## src/rtl/ercm8_5_approx_mult.sv

```systemverilog
// ============================================================================
// Module   : ercm8_5_approx_mult
// Brief    : 8x8 unsigned error-configurable approximate multiplier. Each mask
//            bit OR-compresses one low partial-product column (0..6); the
//            16-bit product is registered. Define ERCM_INPUT_REG_EN to add an
//            input register stage (2-cycle latency).
// Revision : 1.0 - initial release
// ============================================================================
`default_nettype none

module ercm8_5_approx_mult (
  input  logic        clk,
  input  logic        rst,
  input  logic [7:0]  dat_in_a,
  input  logic [7:0]  dat_in_b,
  input  logic [6:0]  mask,
  output logic [15:0] dat_o
);

  localparam int C_OP_W   = 8;
  localparam int C_NCOL   = 2 * C_OP_W - 1;
  localparam int C_MASK_W = 7;

  logic [C_OP_W-1:0]   w_op_a;
  logic [C_OP_W-1:0]   w_op_b;
  logic [C_MASK_W-1:0] w_op_mask;

`ifdef ERCM_INPUT_REG_EN
  logic [C_OP_W-1:0]   r_a;
  logic [C_OP_W-1:0]   r_b;
  logic [C_MASK_W-1:0] r_mask;

  always_ff @(posedge clk or posedge rst) begin
    if (rst) begin
      r_a    <= '0;
      r_b    <= '0;
      r_mask <= '0;
    end else begin
      r_a    <= dat_in_a;
      r_b    <= dat_in_b;
      r_mask <= mask;
    end
  end

  assign w_op_a    = r_a;
  assign w_op_b    = r_b;
  assign w_op_mask = r_mask;
`else
  assign w_op_a    = dat_in_a;
  assign w_op_b    = dat_in_b;
  assign w_op_mask = mask;
`endif

  // Row j of the partial-product matrix: bit k has weight 2^(j+k).
  logic [C_OP_W-1:0] w_pp [C_OP_W];

  generate
    for (genvar j = 0; j < C_OP_W; j++) begin : g_row
      assign w_pp[j] = w_op_b & {C_OP_W{w_op_a[j]}};
    end
  endgenerate

  logic [3:0]        w_cnt [C_NCOL];
  logic [C_NCOL-1:0] w_or;
  logic [C_NCOL-1:0] w_col_mask;
  logic [3:0]        w_col_val;
  logic [15:0]       w_sum;

  // Weighted column sum: masked columns contribute only their OR, so they
  // neither create nor absorb carries; the max result 65025 fits 16 bits.
  always_comb begin
    w_col_mask = {{(C_NCOL - C_MASK_W){1'b0}}, w_op_mask};
    w_col_val  = '0;
    w_sum      = '0;
    for (int c = 0; c < C_NCOL; c++) begin
      w_cnt[c] = '0;
      w_or[c]  = 1'b0;
    end
    for (int j = 0; j < C_OP_W; j++) begin
      for (int k = 0; k < C_OP_W; k++) begin
        w_cnt[j+k] = w_cnt[j+k] + 4'(w_pp[j][k]);
        w_or[j+k]  = w_or[j+k] | w_pp[j][k];
      end
    end
    for (int c = 0; c < C_NCOL; c++) begin
      w_col_val = w_col_mask[c] ? {3'b000, w_or[c]} : w_cnt[c];
      w_sum     = w_sum + (16'(w_col_val) << c);
    end
  end

  always_ff @(posedge clk or posedge rst) begin
    if (rst) begin
      dat_o <= '0;
    end else begin
      dat_o <= w_sum;
    end
  end

endmodule

`default_nettype wire

```

## config.mk

```make
export PLATFORM = sky130hd
export DESIGN_NAME = ercm8_5_approx_mult
export DESIGN_NICKNAME = d
export VERILOG_FILES = /design/src/rtl/ercm8_5_approx_mult.sv
export SDC_FILE = /design/constraint.sdc
export NUM_CORES = 1
export LEC_CHECK = 0
export BUFFER_PORTS_ARGS = -buffer_cell sky130_fd_sc_hd__buf_2
export CORE_UTILIZATION = 40
export CTS_BUF_LIST = sky130_fd_sc_hd__clkbuf_16
export CTS_CLUSTER_DIAMETER = 150
export DETAILED_ROUTE_END_ITERATION = 12
export PLACE_DENSITY_LB_ADDON = 0.08
export RECOVER_POWER = 25
export SLEW_MARGIN = 20
export SYNTH_ARGS = -nofsm -noshare
export SYNTH_HDL_FRONTEND = slang
export SYNTH_SLANG_ARGS = --single-unit
export TNS_END_PERCENT = 10
```

## constraint.sdc

```tcl
create_clock -name clk -period 0.8 [get_ports clk]
set_input_delay 0.16 -clock clk [delete_from_list [all_inputs] [get_ports clk]]
set_output_delay 0.16 -clock clk [all_outputs]
set_load 0.02 [all_outputs]
```

==> metrics, run 1 <==
Peak Freq=0.221 GHz; Least-Margin Pin Slew=0.511 ns; post-synthesis sequential area ratio=15.2%; layout cells sized above 1=37.8%; RSZ-0062 raised after global routing=true; core area=6350 um^2; final hold violations=0; Hold EP=dat_o[1]; clk root buf=clkbuf_16; Worst Hold Launch=mask[1]; first-pass GRT wire length=9800 um; critical path arrival=4.68 ns; Setup WS post-layout=-3.71 ns; Initial Util=41.5%; Max rail drop VDD=2.77 mV; GR Util All Layers=17.5%; Max Transition Viols Final=0; Final setup viols=31; Setup Crit Path Kind=in2reg; slowest CP cell=fa_2; Leak=1.83 nW; # IOs=41; WP buf/inv=6; delay-heaviest family, CP=adder cells; vias in the first global route=2194; Setup TNS=-42.65 ns; die height=83.2 um; vias per inst=4.67; DRC Markers=0; Async SR Flop Fraction=100%; crit path launch=dat_in_a[6]; Final ANT Viol Nets=0; Cell Rows=29; gpl congestion=0.873; ys flop type=dfrtp_1; DR WL/cell=12.7 um; Die Width=83.2 um; YS warnings=0; Top reg by flops=dat_o; Sink Count=16; CP Cell Sequence=buf_6 -> buf_6 -> and2_4 -> fa_1 -> inv_1 -> fa_1 -> fa_1 -> inv_1 -> ha_2 -> fa_2 -> inv_2 -> fa_1 -> inv_2 -> ha_4 -> ha_4 -> and3_4 -> a2111oi_4 -> a21oi_2 -> a41oi_2 -> xor2_1; initial antenna violation count=0; outcome=finished, violations left; Worst Path Required=0.97 ns; HP Class=in2reg; hold path depth=3; crit share post-route=564%; die area=6920 um^2; CP endpoint kind=flip-flop; commonest cells after routing, fill and taps aside=45 x buf_4, 36 x inv_1, 35 x fa_1, 34 x buf_2; Clock Path Buffers=2; Post-synth EDFFs=0; largest net degree at the start of global routing=17; fillcell total=591; IO buf count=39; # diodes=0; Slew headroom=65.0%; Multi-input gate area=2310 um^2; nets@finish=467; FF/Latch Area=400 um^2; Power Total=8.73 mW; final WL=5610 um; CP Launch Type=input pin; max reg flops=16; Most Frequent Cell on Critical Path=fa_1; via count=2063; Synthesized Nets=376; CTS tree=built; Synth Cell Area=2640 um^2; FF+latch count, synth=16; max-cap violations=0; area grow syn2layout=38.5%; worst-path fanout max=5; CTS buffer count=3; drt pass-1 iters=4; Tmin final=4.51 ns; DPL Wire Length=4850 um; gr ovfl total=0; violated checks=negative setup slack; Reg clk slew, reported paths=0.05 ns; top flop regs=dat_o (16); commonest non-fill, non-tap cell in the layout=buf_4; max incr delay on CP=0.52 ns; Pwr Density=2390 nW/um^2; Mapped Cells=275; Mean Syn Cell Area=9.58 um^2; H-tree Lvls=1; Synth cell types=36; Detailed Route Iter0 Violations=28
-- area by class of cell --
cell class | count | area share, %
well taps | 77 | 2.64
flip-flops and latches | 16 | 11.0
inverters | 39 | 4.01
clock inverters | 1 | 0.103
multi-input cells | 216 | 63.2
repair buffers | 90 | 17.0
clock buffers | 3 | 2.06
-- layer usage --
metal	global-route usage (%)	share of wire, %	up-vias	wire, um
li1	-	-	1068	-
met1	24.7	51	955	2850
met5	0	0	-	0
met3	0.895	1.5	6	87
met2	29.2	46	34	2590
met4	5.02	1.6	0	88
-- worst max path at each step --
stage                 to  slack (ns)  cells after the start
6_report       dat_o[15]       -3.71                     20
3_3_place_gp   dat_o[14]       -4.00                     20
3_5_place_dp   dat_o[14]       -4.01                     20
2_1_floorplan  dat_o[15]       -3.82                     19
4_1_cts        dat_o[15]       -3.73                     20
5_1_grt        dat_o[15]       -3.88                     20
-- metrics by stage --
stage                     hold WS (ns)  utilization, %  instance area (um^2)  setup slack [ns]  cells
after floorplan                 0.0737               -                  2690             -3.82    275
after global placement           0.170            52.2                  3320             -4.00    435
after detailed placement         0.174            52.2                  3320             -4.01    435
after CTS                        0.226            56.5                  3590             -3.73    442
after global routing             0.238            57.5                  3650             -3.88    442
final                            0.222            57.5                  3650             -3.71    442
-- power by group --
part           total [mW]  internal, mW  switching [mW]
Combinational        6.58          3.39            3.19
Sequential           1.19          1.14          0.0529
Clock               0.961         0.662           0.299
-- Yosys cell counts, types with 2 or more instances --
cell	n	area share, %
a21oi_1	11	2.1
o21ai_0	3	0.57
nor2b_1	5	1.2
ha_1	38	18
xnor2_1	7	2.3
a2111oi_0	2	0.66
nor2_1	10	1.4
and2_1	35	8.3
a21o_1	3	0.85
clkbuf_1	4	0.57
nand2_1	33	4.7
nand4_1	2	0.47
inv_1	39	5.6
xor2_1	4	1.3
fa_1	38	29
nor3_1	4	0.76
nand2b_1	2	0.47
a31oi_1	2	0.47
dfrtp_1	16	15
-- cell families (layout without fill, tap and decap cells) --
family | count (synthesis) | in the layout | synth area share, %
buf+inv | 43 | 133 | 6.13
mux | 1 | 1 | 0.380
flops | 16 | 16 | 15.2
compound gates | 31 | 31 | 8.74
simple gates | 97 | 97 | 19.0
xor+xnor | 11 | 11 | 3.66
fa+ha+maj | 76 | 76 | 46.9
-- tightest hold or removal path: stages --
cell and delay, ns:
buf_2 0.09, buf_4 0.10, mux2i_1 0.07
-- repair_timing --
| item | CTS | global route |
|---|---|---|
| hold endpoints to repair | 16 | 0 |
| hold buffers | 1 | 0 |
| setup endpoints to repair | 31 | 31 |
| gates resized for setup | 37 | 12 |
| pin swaps | 22 | 6 |
| setup buffers | 2 | 0 |
Note: power is estimated with default switching activity, not from simulation.
==> run 2: changes to the inputs <==
CORE_UTILIZATION = 29   (was 40)
PLACE_DENSITY = 0.47   (was default)
PLACE_DENSITY_LB_ADDON = default   (was 0.08)
==> metrics, run 2 (same netlist as run 1, synthesis figures left out) <==
CTS buffer count=3 (unchanged); top flop regs=dat_o (16); gpl congestion=0.806 (-7.6%); gr ovfl total=0 (unchanged); CTS tree=built; crit share post-route=559% (-5.8 points); clock power share=10.3% (-0.7 points); outcome=finished, violations left; # diodes=0 (unchanged); Clock Path Buffers=2 (unchanged); Detailed Route Iter0 Violations=39 (+39%); Cell Rows=34 (+17%); M2 GR Usage=24.9% (-4.3 points); vias per inst=4.48 (-4.0%); critical path arrival=4.63 ns (-0.05 ns); Slew headroom=70.2% (+5.2 points); first-pass GRT wire length=10800 um (+10%); Comb power frac=76.7% (+1.3 points); core area=8760 um^2 (+38%); Worst Path Required=0.96 ns (about the same); Tmin final=4.47 ns (-0.0468 ns); Max rail drop VDD=1.06 mV (-62%); area grow syn2layout=42.6%; commonest non-fill, non-tap cell in the layout=buf_4; Area after DPL=3390 um^2 (+2.3%); DRC Markers=0 (unchanged); fin cells=479 (+8.4%); Final ANT Viol Nets=0 (unchanged); Reg clk slew, reported paths=0.05 ns (about the same); commonest cells after routing, fill and taps aside=53 x buf_4, 37 x inv_1, 37 x fa_1, 32 x buf_2, 30 x nand2_1; CP endpoint kind=flip-flop; hold path depth=3 (unchanged); initial antenna violation count=0 (unchanged); Sequential Power Share=13.1% (-0.5 points); sw power=3.73 mW (+5.3%); M1 GR Usage=18.4% (-6.3 points); switching part of the total power=40.7% (+0.097 points); final WL=6250 um (+11%); max-cap violations=0 (unchanged); Pwr Density=2440 nW/um^2 (+2.0%); Leak=1.87 nW (+1.7%); Peak Freq=0.224 GHz (+1.0%); final hold violations=0 (unchanged); die area=9470 um^2 (+37%); fin area=3760 um^2 (+3.0%); Top reg by flops=dat_o; worst-path fanout max=5 (unchanged); Placed Cells=471 (+8.3%); drt pass-1 iters=4 (unchanged); H-tree Lvls=1 (unchanged); via count=2146 (+4.0%); max reg flops=16 (unchanged); largest net degree at the start of global routing=17 (unchanged); nets@finish=473 (+1.3%); vias in the first global route=2321 (+5.8%); HP Class=in2reg; Worst Hold Launch=mask[1]; Least-Margin Pin Slew=0.435 ns (-0.0757 ns); CP Launch Type=input pin; IO buf count=39 (unchanged); layout cells sized above 1=37.2% (-0.61 points); die height=97.3 um (+17%); GR Util All Layers=14.1% (-3.5 points); met3 Use GR=1.15% (+0.26 points); violated checks=negative setup slack; Final setup viols=31 (unchanged); fillcell total=869 (+47%); Setup WS post-layout=-3.67 ns (+0.0468 ns); DPL Wire Length=5370 um (+11%); Initial Util=30.1% (-11 points); # IOs=41 (unchanged); busiest grt layer=met2; Max Transition Viols Final=0 (unchanged); P_int=5.44 mW (+4.8%); clk root buf=clkbuf_16; Sink Count=16 (unchanged); Hold EP=dat_o[1]; Setup Crit Path Kind=in2reg; RSZ-0062 raised after global routing=true; DR WL/cell=13.1 um (+2.8%); Die Width=97.3 um (+17%)
[run 2: per-stage QoR]
| step | power, mW | setup slack, ns | utilization [%] | TNS [ns] | hold slack [ns] |
|---|---|---|---|---|---|
| floorplan | 5.00 | -3.82 | - | -41.28 | 0.0737 |
| global placement | 6.99 | -3.97 | 38.7 | -44.09 | 0.174 |
| detailed placement | 7.05 | -4.00 | 38.7 | -44.68 | 0.172 |
| CTS | 8.56 | -3.67 | 41.5 | -41.32 | 0.220 |
| global route | 10.1 | -3.87 | 42.9 | -43.63 | 0.239 |
| finish | 9.17 | -3.67 | 42.9 | -41.01 | 0.228 |
[run 2: worst max-delay path: stages]
cell	delay [ns]
buf_8	0.10
and2_4	0.15
fa_1	0.52
inv_1	0.05
fa_1	0.46
fa_1	0.49
inv_1	0.04
ha_2	0.17
fa_1	0.49
inv_2	0.04
fa_1	0.48
inv_2	0.05
ha_4	0.23
ha_4	0.23
and3_4	0.18
a2111oi_4	0.33
a21oi_2	0.14
a21boi_1	0.19
xnor2_1	0.13
[run 2: how the worst max path moves through the flow]
stage | end | slack (ns) | cells after the start | startpoint
floorplan | dat_o[15] | -3.82 | 19 | dat_in_b[0]
global placement | dat_o[14] | -3.97 | 19 | dat_in_b[1]
detailed placement | dat_o[12] | -4.00 | 17 | dat_in_b[0]
CTS | dat_o[15] | -3.67 | 19 | dat_in_b[0]
global route | dat_o[15] | -3.87 | 19 | dat_in_a[7]
finish | dat_o[13] | -3.67 | 19 | dat_in_a[7]
[run 2: routing by layer]
metal / wire length, um / part of all wire, %
met1: 2830 / 45
met2: 3220 / 52
met3: 143 / 2.3
met4: 60 / 0.96
met5: 0 / 0
[run 2: area by class of cell]
type / count / area (um^2) / share of cell area, %
tap: 108 / 135 / 3.60
clock inverter: 1 / 3.75 / 0.0999
inverter: 39 / 146 / 3.90
clock buffer: 3 / 75.1 / 2.00
timing repair buffer: 96 / 681 / 18.1
sequential: 16 / 400 / 10.7
multi-input combinational: 216 / 2320 / 61.6
[run 2: what timing repair did]
action	CTS	global route
endpoints found under the setup margin	31	31
hold buffers	1	0
pin swaps	14	8
endpoints found under the hold margin	16	0
resized for setup	26	23
setup buffers	1	2
[run 2: power by group through the flow]
stage,registers [mW],clock network [mW],logic [mW]
6_report,1.20,0.942,7.03
5_1_grt,1.23,1.02,7.86
4_1_cts,1.20,0.973,6.39
3_5_place_dp,1.22,0,5.83
3_3_place_gp,1.21,0,5.78
2_1_floorplan,1.63,0,3.37
==> run 3: changes to the inputs <==
CORE_MARGIN = 2   (was default)
==> metrics, run 3 (same netlist as run 1, synthesis figures left out) <==
area grow syn2layout=40.8%; GR Util All Layers=13.1% (-0.98 points); Placed Cells=468 (-0.64%); Final ANT Viol Nets=0 (unchanged); Slew headroom=68.4% (-1.8 points); hold path depth=3 (unchanged); max-cap violations=0 (unchanged); Setup TNS=-40.69 ns (+0.322 ns); initial antenna violation count=0 (unchanged); via count=2121 (-1.2%); Peak Freq=0.224 GHz (+0.25%); top flop regs=dat_o (16); commonest non-fill, non-tap cell in the layout=buf_4; Setup WS post-layout=-3.66 ns (+0.0110 ns); vias per inst=4.46 (-0.54%); Top reg by flops=dat_o; fillcell total=876 (+0.81%); Multi-input gate area=2310 um^2 (-0.32%); Max rail drop VDD=1.14 mV (+7.7%); Tmin final=4.46 ns (-0.0110 ns); die area=9860 um^2 (+4.2%); gr ovfl total=0 (unchanged); violated checks=negative setup slack; final WL=6070 um (-2.9%); CTS tree=built; # diodes=0 (unchanged); first-pass GRT wire length=10500 um (-2.6%); core area=8760 um^2 (unchanged); critical path arrival=4.62 ns (about the same); commonest cells after routing, fill and taps aside=51 x buf_4, 36 x inv_1, 36 x fa_1, 34 x buf_2, 28 x nand2_1; crit share post-route=557% (-1.4 points); DR WL/cell=12.8 um (-2.3%); clk root buf=clkbuf_16; gpl congestion=0.798 (-1.1%); drt pass-1 iters=4 (unchanged); Max Transition Viols Final=0 (unchanged); CTS buffer count=3 (unchanged); vias in the first global route=2253 (-2.9%); fin cells=476 (-0.63%); RSZ-0062 raised after global routing=true; Setup Crit Path Kind=in2reg; IO buf count=39 (unchanged); pre-CTS WS=-4.03 ns (-0.0340 ns); DRC Markers=0 (unchanged); Die Width=99.3 um (+2.1%); Least-Margin Pin Slew=0.462 ns (+0.0264 ns); final hold violations=0 (unchanged); M1 GR Usage=18.0% (-0.40 points); CP Launch Type=input pin; outcome=finished, violations left; met3 Use GR=1.34% (+0.18 points); Initial Util=30.1% (unchanged); H-tree Lvls=1 (unchanged); Sink Count=16 (unchanged); Final setup viols=31 (unchanged); Reg clk slew, reported paths=0.05 ns (about the same); Leak=1.84 nW (-1.2%); busiest grt layer=met2; CP endpoint kind=flip-flop; Detailed Route Iter0 Violations=45 (+15%); Worst Path Required=0.97 ns (about the same); Cell Rows=34 (unchanged); nets@finish=470 (-0.63%); max reg flops=16 (unchanged); largest net degree at the start of global routing=17 (unchanged); # IOs=41 (unchanged); layout cells sized above 1=37.8% (+0.57 points); FF/Latch Area=400 um^2 (unchanged); die height=99.3 um (+2.1%); Clock Path Buffers=2 (unchanged); DPL Wire Length=5320 um (-0.96%); Pwr Density=2380 nW/um^2 (-2.6%); M2 GR Usage=22.1% (-2.8 points); worst-path fanout max=5 (unchanged); HP Class=in2reg
## run 3: worst paths after layout
check | from | to
max | dat_in_b[0] | dat_o[15]
min | mask[1] | dat_o[1]
max in group asynchronous | rst | dat_o[0]
min in group asynchronous | rst | dat_o[15]
## run 3: through the flow
stage               cell area, um^2  power, mW  hold slack, ns  util (%)
finish                         3710       8.82           0.212      42.3
global route                   3710       9.75           0.239      42.3
CTS                            3630       8.52           0.212      41.4
detailed placement             3370       6.99           0.172      38.5
global placement               3370       6.97           0.175      38.5
floorplan                      2690       5.00          0.0737         -
## run 3: metal layers
| layer | share of wire, % | vias to the layer above |
|---|---|---|
| met3 | 2.6 | 4 |
| li1 | - | 1068 |
| met4 | 0.87 | 0 |
| met2 | 48 | 29 |
| met5 | 0 | - |
| met1 | 49 | 1020 |
## run 3: power breakdown
group	internal [mW]	total (mW)	switching, mW
combinational	3.48	6.69	3.21
clock	0.660	0.941	0.281
sequential	1.14	1.19	0.0519
## run 3: area by class of cell
class / count / area share (%)
repair buffers: 93 / 17.3
multi-input cells: 216 / 62.2
well taps: 108 / 3.64
flip-flops and latches: 16 / 10.8
clock buffers: 3 / 2.02
clock inverters: 1 / 0.101
inverters: 39 / 3.94
## run 3: critical path: stages
cell	delay [ns]
buf_8	0.10
and2_4	0.15
fa_1	0.53
inv_1	0.05
fa_1	0.46
fa_1	0.49
inv_1	0.04
ha_2	0.17
fa_1	0.47
inv_1	0.05
fa_1	0.48
inv_2	0.05
ha_4	0.23
ha_4	0.23
and3_4	0.18
a2111oi_4	0.33
a21oi_2	0.14
a41oi_2	0.17
xor2_1	0.15
## run 3: what timing repair did
action / CTS / global route
gates resized for setup: 31 / 17
buffers inserted: 2 / 1
hold buffers: 1 / 0
endpoints found under the setup margin: 31 / 31
endpoints found under the hold margin: 16 / 0
pin swaps: 16 / 8
